## src/rtl/rwt_tag_extract_demux.sv

```systemverilog
// Splits a merged data/tag stream into a data stream and an index-stamped tag stream.
// Optional RWT_TAG_EXTRACT_DROP_EN: drop tags on tag-buffer overflow instead of stalling.
module rwt_tag_extract_skid #(
  parameter int W = 8
) (
  input  logic         clk,
  input  logic         areset,
  input  logic         push_i,
  input  logic [W-1:0] data_i,
  input  logic         ready_i,
  output logic         valid_o,
  output logic [W-1:0] data_o,
  output logic         full_o,
  output logic         full_d_o
);
  logic         mv_q, mv_d;
  logic         sv_q, sv_d;
  logic [W-1:0] m_q, m_d;
  logic [W-1:0] s_q, s_d;
  logic         pop;

  assign pop      = mv_q & ready_i;
  assign valid_o  = mv_q;
  assign data_o   = m_q;
  assign full_o   = sv_q;
  assign full_d_o = sv_d;

  always_comb begin
    mv_d = mv_q;
    sv_d = sv_q;
    m_d  = m_q;
    s_d  = s_q;
    if (pop) begin
      if (sv_q) begin
        m_d  = s_q;
        sv_d = push_i;
        if (push_i) s_d = data_i;
      end else begin
        mv_d = push_i;
        if (push_i) m_d = data_i;
      end
    end else if (push_i) begin
      if (!mv_q) begin
        mv_d = 1'b1;
        m_d  = data_i;
      end else begin
        sv_d = 1'b1;
        s_d  = data_i;
      end
    end
  end

  always_ff @(posedge clk) begin
    if (areset) begin
      mv_q <= 1'b0;
      sv_q <= 1'b0;
    end else begin
      mv_q <= mv_d;
      sv_q <= sv_d;
    end
    m_q <= m_d;
    s_q <= s_d;
  end
endmodule

module rwt_tag_extract_demux #(
  parameter int CNT_WIDTH     = 32,
  parameter bit RESET_ON_LAST = 1'b1
) (
  input  logic                 clk,
  input  logic                 areset,
  input  logic                 s_valid,
  output logic                 s_ready,
  input  logic [63:0]          s_data,
  input  logic                 s_tag_valid,
  input  logic                 s_last,
  output logic                 m_valid,
  input  logic                 m_ready,
  output logic [63:0]          m_data,
  output logic                 m_last,
  output logic                 t_valid,
  input  logic                 t_ready,
  output logic [6:0]           t_type,
  output logic [55:0]          t_data,
  output logic [CNT_WIDTH-1:0] t_index,
  output logic [15:0]          drop_count
);
  localparam int TW = 63 + CNT_WIDTH;

  logic                 rdy_q, rdy_d;
  logic [CNT_WIDTH-1:0] cnt_q, cnt_d;
  logic                 acc, d_hit, t_hit;
  logic                 d_push, t_push;
  logic                 d_full, d_full_d;
  logic                 t_full, t_full_d;
  logic [64:0]          d_out;
  logic [TW-1:0]        t_out;

  assign s_ready = rdy_q;
  assign acc     = s_valid & rdy_q;
  assign d_hit   = acc & ~s_tag_valid;
  assign t_hit   = acc & s_tag_valid;
  // A full skid is never overwritten; without the drop feature s_ready guarantees it.
  assign d_push  = d_hit & ~d_full;
  assign t_push  = t_hit & ~t_full;

  always_comb begin
    cnt_d = cnt_q;
    if (d_hit) begin
      if (RESET_ON_LAST && s_last) cnt_d = '0;
      else cnt_d = cnt_q + {{(CNT_WIDTH-1){1'b0}}, 1'b1};
    end
  end

`ifdef RWT_TAG_EXTRACT_DROP_EN
  logic [15:0] drop_q;
  logic        t_drop;

  assign t_drop     = t_hit & t_full;
  assign rdy_d      = ~d_full_d;
  assign drop_count = drop_q;

  always_ff @(posedge clk) begin
    if (areset) drop_q <= '0;
    else if (t_drop && drop_q != 16'hFFFF) drop_q <= drop_q + 16'd1;
  end
`else
  assign rdy_d      = ~d_full_d & ~t_full_d;
  assign drop_count = '0;
`endif

  always_ff @(posedge clk) begin
    if (areset) begin
      rdy_q <= 1'b0;
      cnt_q <= '0;
    end else begin
      rdy_q <= rdy_d;
      cnt_q <= cnt_d;
    end
  end

  rwt_tag_extract_skid #(.W(65)) u_dbuf (
    .clk      (clk),
    .areset   (areset),
    .push_i   (d_push),
    .data_i   ({s_last, s_data}),
    .ready_i  (m_ready),
    .valid_o  (m_valid),
    .data_o   (d_out),
    .full_o   (d_full),
    .full_d_o (d_full_d)
  );

  rwt_tag_extract_skid #(.W(TW)) u_tbuf (
    .clk      (clk),
    .areset   (areset),
    .push_i   (t_push),
    .data_i   ({s_data[62:56], s_data[55:0], cnt_q}),
    .ready_i  (t_ready),
    .valid_o  (t_valid),
    .data_o   (t_out),
    .full_o   (t_full),
    .full_d_o (t_full_d)
  );

  assign {m_last, m_data}         = d_out;
  assign {t_type, t_data, t_index} = t_out;
endmodule
```

## config.mk

```make
export PLATFORM = sky130hd
export DESIGN_NAME = rwt_tag_extract_demux
export DESIGN_NICKNAME = d
export VERILOG_FILES = /design/src/rtl/rwt_tag_extract_demux.sv
export SDC_FILE = /design/constraint.sdc
export NUM_CORES = 1
export LEC_CHECK = 0
export CAP_MARGIN = 20
export CELL_PAD_IN_SITES_DETAIL_PLACEMENT = 2
export CELL_PAD_IN_SITES_GLOBAL_PLACEMENT = 2
export CORE_MARGIN = 1.5
export CORE_UTILIZATION = 35
export CTS_CLUSTER_SIZE = 24
export DETAILED_ROUTE_END_ITERATION = 8
export PLACE_DENSITY = 0.84
export SYNTH_ARGS = -nofsm -noshare
export SYNTH_HDL_FRONTEND = slang
export SYNTH_SLANG_ARGS = --single-unit
```

## constraint.sdc

```tcl
create_clock -name clk -period 20.2 [get_ports clk]
set_clock_uncertainty 0.2 [all_clocks]
set_input_delay 6.06 -clock clk [delete_from_list [all_inputs] [get_ports clk]]
set_output_delay 6.06 -clock clk [all_outputs]
set_load 0.05 [all_outputs]
```

==> flow_summary.toml, run 1 <==
[worst_setup_path]
path_class = "in2reg"
cp-start-kind = "input port"
cp_max_fo = 54
crit_slowest_cell = "buf_4"
required_ps = 20140
crit_family = "buffers and inverters"
max_stage_delay_ps = 750
crit_arrival_ps = 8500
crit_path_start = "s_valid"
r2r-start = "s_ready"
cp-end-kind = "register"
path_buf_inv = 3
cp_common_cell = "buf_4"
path_cells = "clkdlybuf4s50_1 -> nand3_1 -> nor4b_2 -> buf_4 -> buf_4"

[routing]
drtPass1Iterations = 6
vias_per_cell = 4.95
route.detailed.drc = 0
antenna_left = 0
drt_wl_total_um = 37200
routed-via-count = 7568
wire_per_inst_um = 24.3
drt_iter0_drc = 496

[layout]
area_growth_pct = 31.9
seqCellArea_mm2 = 0.0103
final_nets = 1060
diodes = 0
fillers = 3516
utilization = 0.471
multi_input_area_mm2 = 0.00296
drive_gt1_frac = 0.237

[clock_network]
clkLatencyLatePin_ps = 530
path_clk_slew_ps = 60
cts_setup_buffers = 0
clockBufferDepth = 3
cts_root_buf = "clkbuf_16"
cts-buffers-inserted = 40
h-tree-depth = 2
post_cts_resized = 0
cts.sinks = 357
cts_tree = "built"
hold_buffers = 0

[sta]
rsz0062_at_grt = "false"
setup_viol = 0
setup_tns_ps = 0
period_share = 0.424
worstMarginPinSlew_ps = 995
max_freq_mhz = 117
max_slew_margin = 0.337
finalMaxSlewViolations = 0
final-hold-violation-count = 0
period_minus_slack_ps = 8560
fin_hold_ws_ps = 292

[power_and_ir_drop]
worst_ir_drop_vdd_v = 0.0000507
p_per_area_mw_per_mm2 = 95.4
leakage_nw = 6.01

[yosys]
synth_ff_type = "edfxtp_1"
syn_inst = 736
async_flop_share = 0
yosys.area.top_type_share = 0.713
synth_area_leaders = "edfxtp_1 (71%), mux2_2 (13%), dfxtp_1 (5.5%), buf_4 (0.95%), a21oi_1 (0.93%)"
synth-edff-count = 320
avgSynthCellArea_um2 = 18.3
ys_types = 46
syn_area_mm2 = 0.0135
seq_area_frac_synth = 0.768
ys_ff_latch = 357
yosys.area.top_type = "edfxtp_1"
yosys_warnings = 0

[hold_path]
hold_path_class = "reg2reg"
hp-start = "cnt_q[31]"

[placement]
gp_congestion = 0.772
io_buffer_count = 233
place_hpwl_um = 24100

[floorplanning]
fp.dieArea_mm2 = 0.0397
die_h_um = 199
boundaryPins = 250
die_w_um = 199
core_area_mm2 = 0.0378
row_count = 71
start_util = 0.357

[grt]
grt-ovfl-total = 0
grt_max_degree = 66
grt_pass1_vias = 8262
grt_usage = 0.187
antenna_found_initial = 3
grt_pass1_wl_um = 54700

[job]
timing.max_cap.violations = 0

[outcome]
status = "finished clean"
[cell usage in the layout, fill, tap and decap left out, drive strengths merged, types with 4 or more instances in the layout]
cell / n
inv: 5
nor2: 16
buf: 8
or3: 6
xor2: 4
clkinv: 15
clkdlybuf4s50: 233
or4: 16
nand4: 11
o31ai: 14
nand3: 14
conb: 16
a21oi: 25
o21ai: 5
nand2: 18
xnor2: 5
bufinv: 7
edfxtp: 320
mux2: 160
and3: 7
clkbuf: 50
dfxtp: 37
[kinds of logic (layout without fill, tap and decap cells)]
family          Yosys count  after routing  synth area share
compound gates           48             48            0.0212
simple gates            106            106            0.0470
mux                     163            163             0.136
other cells               1             16          0.000278
fa+ha+maj                 1              1          0.000928
xor+xnor                  9              9           0.00585
flops                   357            357             0.768
buf+inv                  51            319            0.0213
[Yosys cell counts (all sizes together) (3+ instances only)]
library cell  number
inv                5
nand3             14
clkbuf             7
xor2               4
xnor2              5
dfxtp             37
edfxtp           320
mux2             160
o31ai             14
nor4               3
o21ai              5
nor2              16
and4               3
nand2             18
nand4             11
buf               39
or3                6
a21oi             25
mux2i              3
or4               16
and3               7
[worst reg2reg max path: stages (launching register included)]
cell and delay (ps):
dfxtp_1 400, nand3_1 200, nor4b_2 250, buf_4 550, buf_4 820
[state kept, by name, summed over array words and instances (netlist names)]
register	cells
u_dbuf.valid_o	1
cnt_q	32
u_dbuf.s_q	65
u_tbuf.data_o	95
s_ready	1
u_dbuf.data_o	65
u_tbuf.valid_o	1
u_tbuf.full_o	1
u_dbuf.full_o	1
u_tbuf.s_q	95
[per-layer routing]
| metal | vias to the layer above | global-route usage | wire, um |
|---|---|---|---|
| li1 | 3356 | - | - |
| met1 | 3911 | 0.244 | 16000 |
| met2 | 232 | 0.316 | 18200 |
| met3 | 63 | 0.0405 | 2160 |
| met4 | 6 | 0.0497 | 826 |
| met5 | - | 0 | 43 |
[through the flow]
stage | worst slack, ps | cell area, um2 | std cells | power (mW)
final | 11640 | 17800 | 1530 | 1.70
after global routing | 11470 | 17800 | 1530 | 1.75
after CTS | 11690 | 17800 | 1529 | 1.72
after detailed placement | 11140 | 16400 | 1456 | 0.944
after global placement | 10880 | 16300 | 1455 | 0.938
after floorplan | 3250 | 13500 | 751 | 0.897
[power by group]
| group | total [mW] | switching, mW | internal [mW] |
|---|---|---|---|
| Sequential | 0.821 | 0.00549 | 0.816 |
| Clock | 0.768 | 0.292 | 0.476 |
| Combinational | 0.107 | 0.0692 | 0.0376 |
| Total | 1.70 | 0.367 | 1.33 |
[cell type report]
cell class                 instances  share of cell area
sequential                       357               0.582
multi-input combinational        343               0.166
timing repair buffer             241               0.136
clock buffer                      50              0.0619
tap                              511              0.0360
clock inverter                    23              0.0165
inverter                           5             0.00106
[final timing paths]
check,end,slack (ps),depth (start not counted)
setup / recovery,u_tbuf.s_q[4],11640,5
hold / removal,u_tbuf.s_q[31],290,0
setup reg to reg,u_tbuf.s_q[4],17340,4
hold reg to reg,u_tbuf.s_q[31],290,0
Note: power is estimated with default switching activity, not from simulation.
==> run 2: changes to the inputs <==
--- a/config.mk
+++ b/config.mk
@@ -9,10 +9,10 @@
 export CELL_PAD_IN_SITES_DETAIL_PLACEMENT = 2
 export CELL_PAD_IN_SITES_GLOBAL_PLACEMENT = 2
 export CORE_MARGIN = 1.5
-export CORE_UTILIZATION = 35
+export CORE_UTILIZATION = 34
 export CTS_CLUSTER_SIZE = 24
 export DETAILED_ROUTE_END_ITERATION = 8
-export PLACE_DENSITY = 0.84
+export PLACE_DENSITY = 0.85
 export SYNTH_ARGS = -nofsm -noshare
 export SYNTH_HDL_FRONTEND = slang
 export SYNTH_SLANG_ARGS = --single-unit
==> constraint.sdc (replaced) <==
create_clock -name clk -period 7.7 [get_ports clk]
set_clock_uncertainty 0.2 [all_clocks]
set_input_delay 2.31 -clock clk [delete_from_list [all_inputs] [get_ports clk]]
set_output_delay 2.31 -clock clk [all_outputs]
set_load 0.05 [all_outputs]
==> run 2 against run 1 <==
Against the previous run:
- clock-buffer cell count increased by 5
- core utilization decreased by 1.8 points
- cell count is 0.46% higher
- global-route usage decreased by 0.49 points
- power rose to 2.5 times the previous value
- sequential share of layout area up 0.50 points
- die area up 2.9%
- critical endpoint is now u_dbuf.s_q[1]
- via count fell by 0.70%
- setup slack worse by 8700 ps
==> flow_summary.toml, run 2 (same netlist as run 1, synthesis figures left out) <==
[layout]
instances_no_fill = 1537
final_nets = 1060
seqCellArea_mm2 = 0.0103
drive_gt1_frac = 0.229
layout_commonest_cell = "edfxtp_1"
multi_input_area_mm2 = 0.00297
area_growth_pct = 30.7
fillers = 3650
utilization = 0.453
mostFrequentLayoutCells = "edfxtp_1 (320), clkdlybuf4s50_1 (233), mux2_2 (160), clkbuf_16 (41), dfxtp_1 (37)"

[worst_setup_path]
cp-end-kind = "register"
path_class = "in2reg"
max_stage_delay_ps = 800
crit_arrival_ps = 4740
cp_max_fo = 52
crit_path_start = "s_tag_valid"
path_cells = "clkdlybuf4s50_1 -> and3b_2 -> nand2b_1 -> nor3b_4 -> buf_12"
r2r-start = "s_ready"
required_ps = 7700
crit_slowest_cell = "nor3b_4"
cp-start-kind = "input port"

[clock_network]
cts_setup_buffers = 0
clockBufferDepth = 3
clkLatencyLatePin_ps = 550
cts_root_buf = "clkbuf_16"
post_cts_resized = 0
path_clk_slew_ps = 60
hold_buffers = 0
h-tree-depth = 2
cts.sinks = 357
cts_tree = "built"
cts-buffers-inserted = 40

[grt]
grt_max_degree = 96
grt_pass1_wl_um = 55300
grt-ovfl-total = 0
grt_usage = 0.182
grt_pass1_vias = 8311
antenna_found_initial = 2

[floorplanning]
boundaryPins = 250
die_h_um = 202
start_util = 0.346
row_count = 72
fp.dieArea_mm2 = 0.0409
core_area_mm2 = 0.0389
die_w_um = 202

[placement]
gp_congestion = 0.745
place_hpwl_um = 24000
io_buffer_count = 233
placedCellCount = 1464

[power_and_ir_drop]
p_per_area_mw_per_mm2 = 241
worst_ir_drop_vdd_v = 0.000128
leakage_nw = 5.92

[routing]
antenna_left = 0
drtPass1Iterations = 6
route.detailed.drc = 0
wire_per_inst_um = 24.2
drt_wl_total_um = 37200
vias_per_cell = 4.89
routed-via-count = 7515
drt_iter0_drc = 414

[hold_path]
hp-start = "cnt_q[31]"
hold_path_class = "reg2reg"

[sta]
setup_tns_ps = 0
setup_viol = 0
finalMaxSlewViolations = 0
max_slew_margin = 0.309
max_freq_mhz = 211
rsz0062_at_grt = "false"
worstMarginPinSlew_ps = 1040
final-hold-violation-count = 0
fin_hold_ws_ps = 302
period_minus_slack_ps = 4740
period_share = 0.615

[job]
timing.max_cap.violations = 0

[outcome]
status = "finished clean"
run 2: changes by cell type in the layout (fill, tap and decap cells not counted), moves of 2 or more:
cell       before  now
inv_6           0    2
clkbuf_1        6   13
bufinv_16       7    2
clkinv_2        5    3
run 2: metrics by stage:
| step | setup slack [ps] | instance area (um2) | total power, mW |
|---|---|---|---|
| 2_1_floorplan | 881 | 13600 | 2.35 |
| 3_3_place_gp | 2490 | 16400 | 2.46 |
| 3_5_place_dp | 2360 | 16400 | 2.47 |
| 4_1_cts | 2920 | 17600 | 4.31 |
| 5_1_grt | 2800 | 17600 | 4.37 |
| 6_report | 2960 | 17600 | 4.24 |
run 2: final timing paths:
check              endpoint  slack, ps  cells after the start
max reg2reg   u_dbuf.s_q[1]       4850                      4
min reg2reg  u_tbuf.s_q[31]        300                      0
max           u_dbuf.s_q[1]       2960                      5
min          u_tbuf.s_q[31]        300                      0
run 2: layout make-up:
type                       count  area share
inverter                       5     0.00106
antenna                        1    0.000142
clock inverter                17     0.00759
multi-input combinational    343       0.168
timing repair buffer         241       0.137
clock buffer                  55      0.0617
sequential                   357       0.587
tap                          518      0.0368
run 2: where the power goes:
| part | leakage (nW) | switching [mW] | internal [mW] |
|---|---|---|---|
| clock | 0.591 | 0.752 | 1.06 |
| sequential | 3.31 | 0.0142 | 2.14 |
| combinational | 2.02 | 0.181 | 0.0983 |
run 2: metal layers:
metal,vias to the layer above,wire length [um],global-route usage
met3,46,1970,0.0400
met5,-,11,0
li1,3366,-,-
met2,216,18900,0.319
met4,2,808,0.0574
met1,3885,15600,0.224
run 2: critical path: cells and delay by family:
kind,cells,cell delay [ps]
and+or+nand+nor,3,1470
buffers and inverters,2,860
==> run 3: changes to the inputs <==
--- a/config.mk
+++ b/config.mk
@@ -9,10 +9,10 @@
 export CELL_PAD_IN_SITES_DETAIL_PLACEMENT = 2
 export CELL_PAD_IN_SITES_GLOBAL_PLACEMENT = 2
 export CORE_MARGIN = 1.5
-export CORE_UTILIZATION = 34
+export CORE_UTILIZATION = 35
 export CTS_CLUSTER_SIZE = 24
 export DETAILED_ROUTE_END_ITERATION = 8
-export PLACE_DENSITY = 0.85
+export PLACE_DENSITY = 0.84
 export SYNTH_ARGS = -nofsm -noshare
 export SYNTH_HDL_FRONTEND = slang
 export SYNTH_SLANG_ARGS = --single-unit
==> constraint.sdc (replaced) <==
create_clock -name clk -period 4.7 [get_ports clk]
set_clock_uncertainty 0.2 [all_clocks]
set_input_delay 1.41 -clock clk [delete_from_list [all_inputs] [get_ports clk]]
set_output_delay 1.41 -clock clk [all_outputs]
set_load 0.05 [all_outputs]
==> run 3 against run 2 <==
Against the previous run:
- cell count down 0.72%
- via count decreased by 0.68%
- wire length fell by 3.3%
- largest power group unchanged
==> flow_summary.toml, run 3 (same netlist as run 1, synthesis figures left out) <==
[clock_network]
path_clk_slew_ps = 60
cts_tree = "built"
hold_buffers = 0
h-tree-depth = 2
clockBufferDepth = 3
post_cts_resized = 0
cts.sinks = 357
cts_setup_buffers = 0
cts_root_buf = "clkbuf_16"
cts-buffers-inserted = 40
clkLatencyLatePin_ps = 530

[sta]
final-hold-violation-count = 0
setup_tns_ps = 0
worstMarginPinSlew_ps = 844
max_slew_margin = 0.437
fin_hold_ws_ps = 301
finalMaxSlewViolations = 0
period_minus_slack_ps = 3570
rsz0062_at_grt = "false"
period_share = 0.760
max_freq_mhz = 280
setup_viol = 0

[power_and_ir_drop]
pwr-share-comb = 0.064
switching_share = 0.215
p_clk_frac = 0.443
leakage_nw = 6.00
p_switching_mw = 1.54
p_int_mw = 5.61
seqPwrFrac = 0.493
worst_ir_drop_vdd_v = 0.000215
p_per_area_mw_per_mm2 = 402

[grt]
grt-ovfl-total = 0
grt_pass1_wl_um = 53600
antenna_found_initial = 2
grt_pass1_vias = 8231
grt_max_degree = 96
grt_usage = 0.183

[routing]
wl_met3_um = 2110
antenna_left = 0
routed-via-count = 7464
met2_length_um = 18400
wl_met1_um = 15100
drtPass1Iterations = 4
route.detailed.drc = 0
vias_per_cell = 4.89
wire_per_inst_um = 23.6
drt_iter0_drc = 344
drt_wl_total_um = 36000
highest_layer = "met5"

[placement]
gp_congestion = 0.762
place_hpwl_um = 23400
io_buffer_count = 233

[layout]
mostFrequentLayoutCells = "edfxtp_1 (320), clkdlybuf4s50_1 (233), mux2_2 (160), clkbuf_16 (44), dfxtp_1 (37)"
final_nets = 1060
utilization = 0.471
drive_gt1_frac = 0.236
area_growth_pct = 32.0
layout_commonest_cell = "edfxtp_1"

[floorplanning]
core_area_mm2 = 0.0378
die_h_um = 199
boundaryPins = 250
die_w_um = 199
row_count = 71
fp.dieArea_mm2 = 0.0397
start_util = 0.357

[worst_setup_path]
path_cells = "clkdlybuf4s50_1"
crit_arrival_ps = 1960
cp-end-kind = "primary output"
cp_max_fo = 8
path_buf_inv = 1
crit_family = "buffers and inverters"
cp-start-kind = "register"
crit_slowest_cell = "clkdlybuf4s50_1"
max_stage_delay_ps = 920
path_class = "reg2out"
required_ps = 3090

[hold_path]
hold_path_class = "reg2reg"

[job]
timing.max_cap.violations = 0

[outcome]
status = "finished clean"
==> run 3: cell count changes in the layout (fill, tap and decap cells not counted), sizes merged <==
| cell | change |
|---|---|
| bufinv | +2 |
| inv | -1 |
| clkinvlp | -1 |
| clkinv | -4 |
==> run 3: cell type report <==
class	instances	area, um2
Fill cell	3497	20000
Sequential cell	357	10300
Multi-Input combinational cell	343	2980
Timing Repair Buffer	241	2470
Clock buffer	55	1160
Tap cell	511	639
Clock inverter	13	175
Inverter	5	18.8
Antenna cell	1	2.50
==> run 3: path summary, 6_finish.rpt <==
kind	end	start	cells past startpoint	slack [ps]
max	m_valid	u_dbuf.valid_o	1	1130
min	u_tbuf.s_q[31]	cnt_q[31]	0	300
max reg2reg	cnt_q[28]	s_ready	4	2310
min reg2reg	u_tbuf.s_q[31]	cnt_q[31]	0	300
==> run 3: power by group through the flow <==
stage | Clock (mW) | Combinational [mW] | Sequential, mW
final | 3.16 | 0.457 | 3.53
after global routing | 3.38 | 0.479 | 3.53
after CTS | 3.27 | 0.463 | 3.53
after detailed placement | 0 | 0.459 | 3.60
after global placement | 0 | 0.439 | 3.59
after floorplan | 0 | 0.120 | 3.73
==> run 3: through the flow <==
stage	power [mW]	setup slack, ps	cells	instance area, um2
6_report	7.15	1130	1526	17800
5_1_grt	7.39	1040	1525	17800
4_1_cts	7.26	1090	1525	17800
3_5_place_dp	4.06	752	1457	16500
3_3_place_gp	4.03	872	1457	16500
2_1_floorplan	3.85	-583	751	13600
==> run 3: metal layers <==
layer  track usage  vias to the layer above
met5             0                        -
met4        0.0370                        2
met3        0.0403                       36
met2         0.322                      214
met1         0.231                     3844
li1              -                     3368
